**config.mk**
```make
export PLATFORM = sky130hd
export DESIGN_NAME = man_decoding_slave
export DESIGN_NICKNAME = d
export VERILOG_FILES = /design/src/rtl/man_pkg.sv /design/src/rtl/man_edge_sync.sv /design/src/rtl/man_decoding_slave.sv
export SDC_FILE = /design/constraint.sdc
export NUM_CORES = 1
export LEC_CHECK = 0
export BUFFER_PORTS_ARGS = -buffer_cell sky130_fd_sc_hd__buf_4
export CORE_ASPECT_RATIO = 0.9
export CORE_MARGIN = 2
export CORE_UTILIZATION = 39
export DETAILED_ROUTE_END_ITERATION = 10
export PLACE_DENSITY_LB_ADDON = 0.25
export SLEW_MARGIN = 0
export SYNTH_ARGS = -nofsm -noshare
export SYNTH_HDL_FRONTEND = slang
export SYNTH_SLANG_ARGS = --single-unit
```
**constraint.sdc**
```tcl
create_clock -name clk_in -period 2.4 [get_ports clk_in]
set_clock_uncertainty 0.2 [all_clocks]
set_input_delay 0.36 -clock clk_in [delete_from_list [all_inputs] [get_ports clk_in]]
set_output_delay 0.36 -clock clk_in [all_outputs]
set_load 0.02 [all_outputs]
```
**src/rtl/man_pkg.sv**
```systemverilog
// Shared definitions for the 16-bit Manchester link: defaults, decoder
// state type and the gap-window thresholds used to classify line edges.
package man_pkg;

  localparam int unsigned HALF_BIT_CYCLES_DEF = 36;
  localparam int unsigned DATA_W_DEF          = 16;

  typedef enum logic {
    IDLE,
    DATA
  } man_state_t;

  // Edges closer than this to the last mid-bit edge are glitches.
  function automatic int unsigned win_glitch(input int unsigned h);
    return h / 2;
  endfunction

  // Start of the mid-bit window; below it (and above the glitch limit) an
  // edge is a bit-boundary edge.
  function automatic int unsigned win_mid_lo(input int unsigned h);
    return (3 * h) / 2;
  endfunction

  // Last gap value still accepted as a mid-bit edge.
  function automatic int unsigned win_mid_hi(input int unsigned h);
    return (5 * h) / 2;
  endfunction

endpackage

```
**src/rtl/man_edge_sync.sv**
```systemverilog
// Two-flop synchroniser for the asynchronous Manchester line, followed by a
// registered copy of the synced level so rising/falling edges can be seen.
module man_edge_sync (
  input  logic i_clk,
  input  logic i_rst,
  input  logic i_din,
  output logic o_rise,
  output logic o_fall,
  output logic o_level
);

  logic r_s1;
  logic r_s2;
  logic r_lvl;

  // Synchronise the line and keep the previous synced level.
  always_ff @(posedge i_clk) begin
    if (i_rst) begin
      r_s1  <= 1'b0;
      r_s2  <= 1'b0;
      r_lvl <= 1'b0;
    end else begin
      r_s1  <= i_din;
      r_s2  <= r_s1;
      r_lvl <= r_s2;
    end
  end

  assign o_level = r_s2;
  assign o_rise  = r_s2 & ~r_lvl;
  assign o_fall  = ~r_s2 & r_lvl;

endmodule

```
**src/rtl/man_decoding_slave.sv**
```systemverilog
// Manchester frame decoder: arms after a quiet low line, takes the first
// rising edge as the start bit's mid-edge, then classifies each edge by its
// distance from the previous mid-bit edge to recover DATA_W bits.
module man_decoding_slave
  import man_pkg::*;
#(
  parameter int unsigned HALF_BIT_CYCLES = HALF_BIT_CYCLES_DEF,
  parameter int unsigned DATA_W          = DATA_W_DEF
) (
  input  logic              clk_in,
  input  logic              rst,
  input  logic              man_code,
  output logic [0:DATA_W-1] rx_data,
  output logic              rx_flag,
  output logic              rx_err,
  output logic              busy
);

  localparam int unsigned GAP_MAX = win_mid_hi(HALF_BIT_CYCLES) + 1;
  localparam int unsigned GAP_W   = $clog2(GAP_MAX + 1);
  localparam int unsigned BIT_W   = $clog2(DATA_W + 1);

  localparam logic [GAP_W-1:0] C_GLITCH = GAP_W'(win_glitch(HALF_BIT_CYCLES));
  localparam logic [GAP_W-1:0] C_MID_LO = GAP_W'(win_mid_lo(HALF_BIT_CYCLES));
  localparam logic [GAP_W-1:0] C_TMO    = GAP_W'(GAP_MAX);
  localparam logic [GAP_W-1:0] C_ARM    = GAP_W'(HALF_BIT_CYCLES - 1);
  localparam logic [BIT_W-1:0] C_LAST   = BIT_W'(DATA_W - 1);

  logic w_rise;
  logic w_fall;
  logic w_level;
  logic w_abort;

  man_state_t        r_state, w_state_nxt;
  logic [GAP_W-1:0]  r_gap,   w_gap_nxt;
  logic [BIT_W-1:0]  r_bits,  w_bits_nxt;
  logic              r_bnd,   w_bnd_nxt;
  logic              r_armed, w_armed_nxt;
  logic [0:DATA_W-1] r_shift, w_shift_nxt;
  logic [0:DATA_W-1] r_data,  w_data_nxt;
  logic              r_flag,  w_flag_nxt;
  logic              r_err,   w_err_nxt;
  logic              r_busy,  w_busy_nxt;

  man_edge_sync u_sync (
    .i_clk   (clk_in),
    .i_rst   (rst),
    .i_din   (man_code),
    .o_rise  (w_rise),
    .o_fall  (w_fall),
    .o_level (w_level)
  );

  // State, counters, shift register and output strobes.
  always_ff @(posedge clk_in) begin
    if (rst) begin
      r_state <= IDLE;
      r_gap   <= '0;
      r_bits  <= '0;
      r_bnd   <= 1'b0;
      r_armed <= 1'b0;
      r_shift <= '0;
      r_data  <= '0;
      r_flag  <= 1'b0;
      r_err   <= 1'b0;
      r_busy  <= 1'b0;
    end else begin
      r_state <= w_state_nxt;
      r_gap   <= w_gap_nxt;
      r_bits  <= w_bits_nxt;
      r_bnd   <= w_bnd_nxt;
      r_armed <= w_armed_nxt;
      r_shift <= w_shift_nxt;
      r_data  <= w_data_nxt;
      r_flag  <= w_flag_nxt;
      r_err   <= w_err_nxt;
      r_busy  <= w_busy_nxt;
    end
  end

  // Next-state decode; in IDLE the gap counter doubles as the low-line counter.
  always_comb begin
    w_state_nxt = r_state;
    w_gap_nxt   = r_gap;
    w_bits_nxt  = r_bits;
    w_bnd_nxt   = r_bnd;
    w_armed_nxt = r_armed;
    w_shift_nxt = r_shift;
    w_data_nxt  = r_data;
    w_flag_nxt  = 1'b0;
    w_err_nxt   = 1'b0;
    w_busy_nxt  = r_busy;
    w_abort     = 1'b0;

    case (r_state)
      IDLE: begin
        if (!r_armed) begin
          if (w_level) begin
            w_gap_nxt = '0;
          end else if (r_gap == C_ARM) begin
            w_armed_nxt = 1'b1;
            w_gap_nxt   = '0;
          end else begin
            w_gap_nxt = r_gap + 1'b1;
          end
        end else if (w_rise) begin
          w_state_nxt = DATA;
          w_gap_nxt   = '0;
          w_bits_nxt  = '0;
          w_bnd_nxt   = 1'b0;
          w_armed_nxt = 1'b0;
          w_busy_nxt  = 1'b1;
        end
      end
      DATA: begin
        if (r_gap == C_TMO) begin
          w_abort = 1'b1;
        end else if (w_rise || w_fall) begin
          if (r_gap < C_GLITCH) begin
            w_abort = 1'b1;
          end else if (r_gap < C_MID_LO) begin
            if (r_bnd) begin
              w_abort = 1'b1;
            end else begin
              w_bnd_nxt = 1'b1;
              w_gap_nxt = r_gap + 1'b1;
            end
          end else begin
            w_shift_nxt = {r_shift[1:DATA_W-1], w_rise};
            w_gap_nxt   = '0;
            w_bnd_nxt   = 1'b0;
            w_bits_nxt  = r_bits + 1'b1;
            if (r_bits == C_LAST) begin
              w_data_nxt  = w_shift_nxt;
              w_flag_nxt  = 1'b1;
              w_busy_nxt  = 1'b0;
              w_state_nxt = IDLE;
            end
          end
        end else begin
          w_gap_nxt = r_gap + 1'b1;
        end
      end
      default: w_state_nxt = IDLE;
    endcase

    if (w_abort) begin
      w_err_nxt   = 1'b1;
      w_busy_nxt  = 1'b0;
      w_state_nxt = IDLE;
      w_armed_nxt = 1'b0;
      w_gap_nxt   = '0;
    end
  end

  assign rx_data = r_data;
  assign rx_flag = r_flag;
  assign rx_err  = r_err;
  assign busy    = r_busy;

endmodule

```
==> results.py <==
metrics = {
    "timing": {
        "maxSlewHeadroom": 0.6324,
        "hold_viol": 0,
        "rsz0062_at_grt": "false",
        "min_period_over_period": 0.8552,
        "finalWorstSetupSlack_ns": 0.3476,
        "worst_pin_slew_ns": 0.5478,
        "setup_viol": 0,
        "fmax_mhz": 487.2,
        "finalSetupTns_ns": 0,
        "period_minus_slack_ns": 2.052,
        "slew_violations": 0,
    },
    "global_routing": {
        "grt_usage": 0.1475,
        "grt_pass1_vias": 1618,
        "antenna_found_initial": 0,
        "grt_overflow": 0,
        "grt_max_degree": 45,
        "grt_pass1_wl_um": 7500,
    },
    "detailed_routing": {
        "drt_iter0_drc": 121,
        "firstDrtPassIters": 5,
        "wl_um": 4359,
        "drc": 0,
        "ant_nets": 0,
        "wl_per_cell_um": 12.56,
        "num_vias": 1798,
        "routed_via_density": 5.182,
    },
    "placement": {
        "numPortBuffers": 21,
        "dp_slack_ns": 0.3433,
        "place.gp.congestion": 0.8413,
        "hpwl_um": 2990,
    },
    "worst_setup_path": {
        "worstPathArrival_ns": 2.03,
        "startpoint": "r_gap[1]$_SDFFE_PP0P_",
        "timing.rr.start": "r_gap[1]$_SDFFE_PP0P_",
        "end_kind": "register",
        "crit_path_start_kind": "register",
        "worstPathMaxFanout": 10,
        "required_ns": 2.38,
        "criticalPathCategory": "register to register",
    },
    "clock_network": {
        "clock_path_buffers": 2,
        "holdBufCountCts": 0,
        "clkTransAtPathRegs_ns": 0.09,
        "clkSinkCount": 52,
        "htree_num_levels": 2,
        "cts-buffers-inserted": 5,
        "cts_root_buf": "clkbuf_8",
        "insertion_delay_ns": 0.30,
        "cts_tree": "done",
        "post-cts-setup-buffers": 0,
        "cts_resized": 0,
    },
    "pwr": {
        "peakVddDrop_mv": 0.3697,
        "power_density_nw_per_um2": 577.8,
        "p_leak_nw": 0.9105,
    },
    "final_layout": {
        "layout_common_cells": "60 x nand2_1, 52 x dfxtp_1, 35 x a21oi_1",
        "final_common_cell": "nand2_1",
        "num_antenna_cells": 0,
        "nets": 286,
        "layout-drive-gt1-share": 0.1750,
        "fillers": 538,
        "area_growth_pct": 14.03,
    },
    "synth": {
        "synth.distinct_cells": 47,
        "syn_avg_cell_area_um2": 8.404,
        "synth.ff_latch_count": 52,
        "synth_flop_cell": "dfxtp_1",
        "synthArstFlopShare": 0,
        "yosys_warnings": 0,
        "syn_nets": 268,
        "synth_edf_count": 0,
        "yosysSeqAreaShare": 0.4746,
        "netlist_area_um2": 2193,
        "synthCells": 261,
    },
    "floorplan": {
        "io_pins": 22,
        "die_h_um": 75.15,
        "die_w_um": 83.05,
        "core_um2": 5349,
        "die_area_um2": 6241,
        "start_util": 0.4101,
        "rows": 25,
    },
    "min_path": {
        "hp-class": "primary input to register",
        "hold_path_startpoint": "man_code",
    },
    "outcome": {
        "status": "completed",
    },
    "flow_run": {
        "drv_cap": 0,
    },
}
## cell usage after synthesis, drive strengths merged, types with 2 or more instances
cell type  count  area [µm²]
nand2         60       225.2
dfxtp         52        1041
a21oi         36       183.9
nand3         19       95.09
nor2          16       62.56
clkbuf         9       33.78
buf            7       42.54
and3           5       33.78
ha             4       50.05
inv            4       15.01
nor2b          4       25.02
nor3           4       31.28
xor2           4       35.03
a31oi          3       33.78
mux2i          3       30.03
nand4          3       25.02
and2b          2       20.02
o21a           2       15.01
o21ai          2       10.00
or3            2       12.51
xnor2          2       17.52
## state kept, by name, summed over array words and instances, names as in the netlist
register / count
r_bnd: 1
r_shift: 15
r_bits: 5
u_sync.r_s1: 1
busy: 1
rx_flag: 1
r_state: 1
r_armed: 1
u_sync.r_lvl: 1
rx_data: 16
r_gap: 7
u_sync.o_level: 1
rx_err: 1
## path summary, 6_finish.rpt
path	end	slack [ns]	cells past startpoint
worst max-delay path	rx_data[11]$_SDFFE_PP0P_	0.35	7
worst min-delay path	u_sync.r_s1$_SDFF_PP0_	0.07	2
worst max register to register	rx_data[11]$_SDFFE_PP0P_	0.35	7
worst min register to register	u_sync.o_level$_SDFF_PP0_	0.24	1
## final cells by class
cell class,count,area (µm²),share of cell area
Tap cell,67,83.83,0.03352
Inverter,4,15.01,0.006003
Timing Repair Buffer,27,202.7,0.08104
Multi-Input combinational cell,189,1061,0.4242
Sequential cell,52,1041,0.4162
Clock inverter,2,15.01,0.006003
Clock buffer,6,82.58,0.03302
## routing by layer
metal,track usage,vias up,share of wire,wire [µm]
met5,0,-,0,0
met1,0.2031,824,0.51,2232
li1,-,926,-,-
met2,0.2294,43,0.43,1865
met4,0.04918,0,0.011,50
met3,0.03728,5,0.048,211
## kinds of logic after synthesis
kind of cell | count (synthesis) | synth area share
compound gates | 53 | 0.1495
xor+xnor | 6 | 0.02396
fa+ha+maj | 4 | 0.02282
buf+inv | 20 | 0.04164
flops | 52 | 0.4746
mux | 4 | 0.01883
simple gates | 122 | 0.2687
## critical path: stages, from the launching register on
cell	delay [ns]
dfxtp_1	0.36
ha_1	0.21
and2b_4	0.19
a31oi_4	0.25
nand4_2	0.30
buf_4	0.29
nand2_1	0.07
a21oi_1	0.06
## metrics by stage
step           utilization  cells  area (µm²)  hold slack, ns  power (mW)
2_1_floorplan            -    261        2193          0.2138      0.9305
3_3_place_gp        0.4494    339        2404          0.2158      0.9409
3_5_place_dp        0.4494    339        2404          0.2289      0.9412
4_1_cts             0.4676    347        2501         0.05914       1.461
5_1_grt             0.4676    347        2501          0.1167       1.506
6_report            0.4676    347        2501         0.06709       1.445
## where the power goes
group	internal, mW	switching (mW)
sequential	0.868	0.00575
combinational	0.0171	0.0299
clock	0.234	0.290
total	1.12	0.326
No activity file was read; power rests on OpenSTA's default activity.
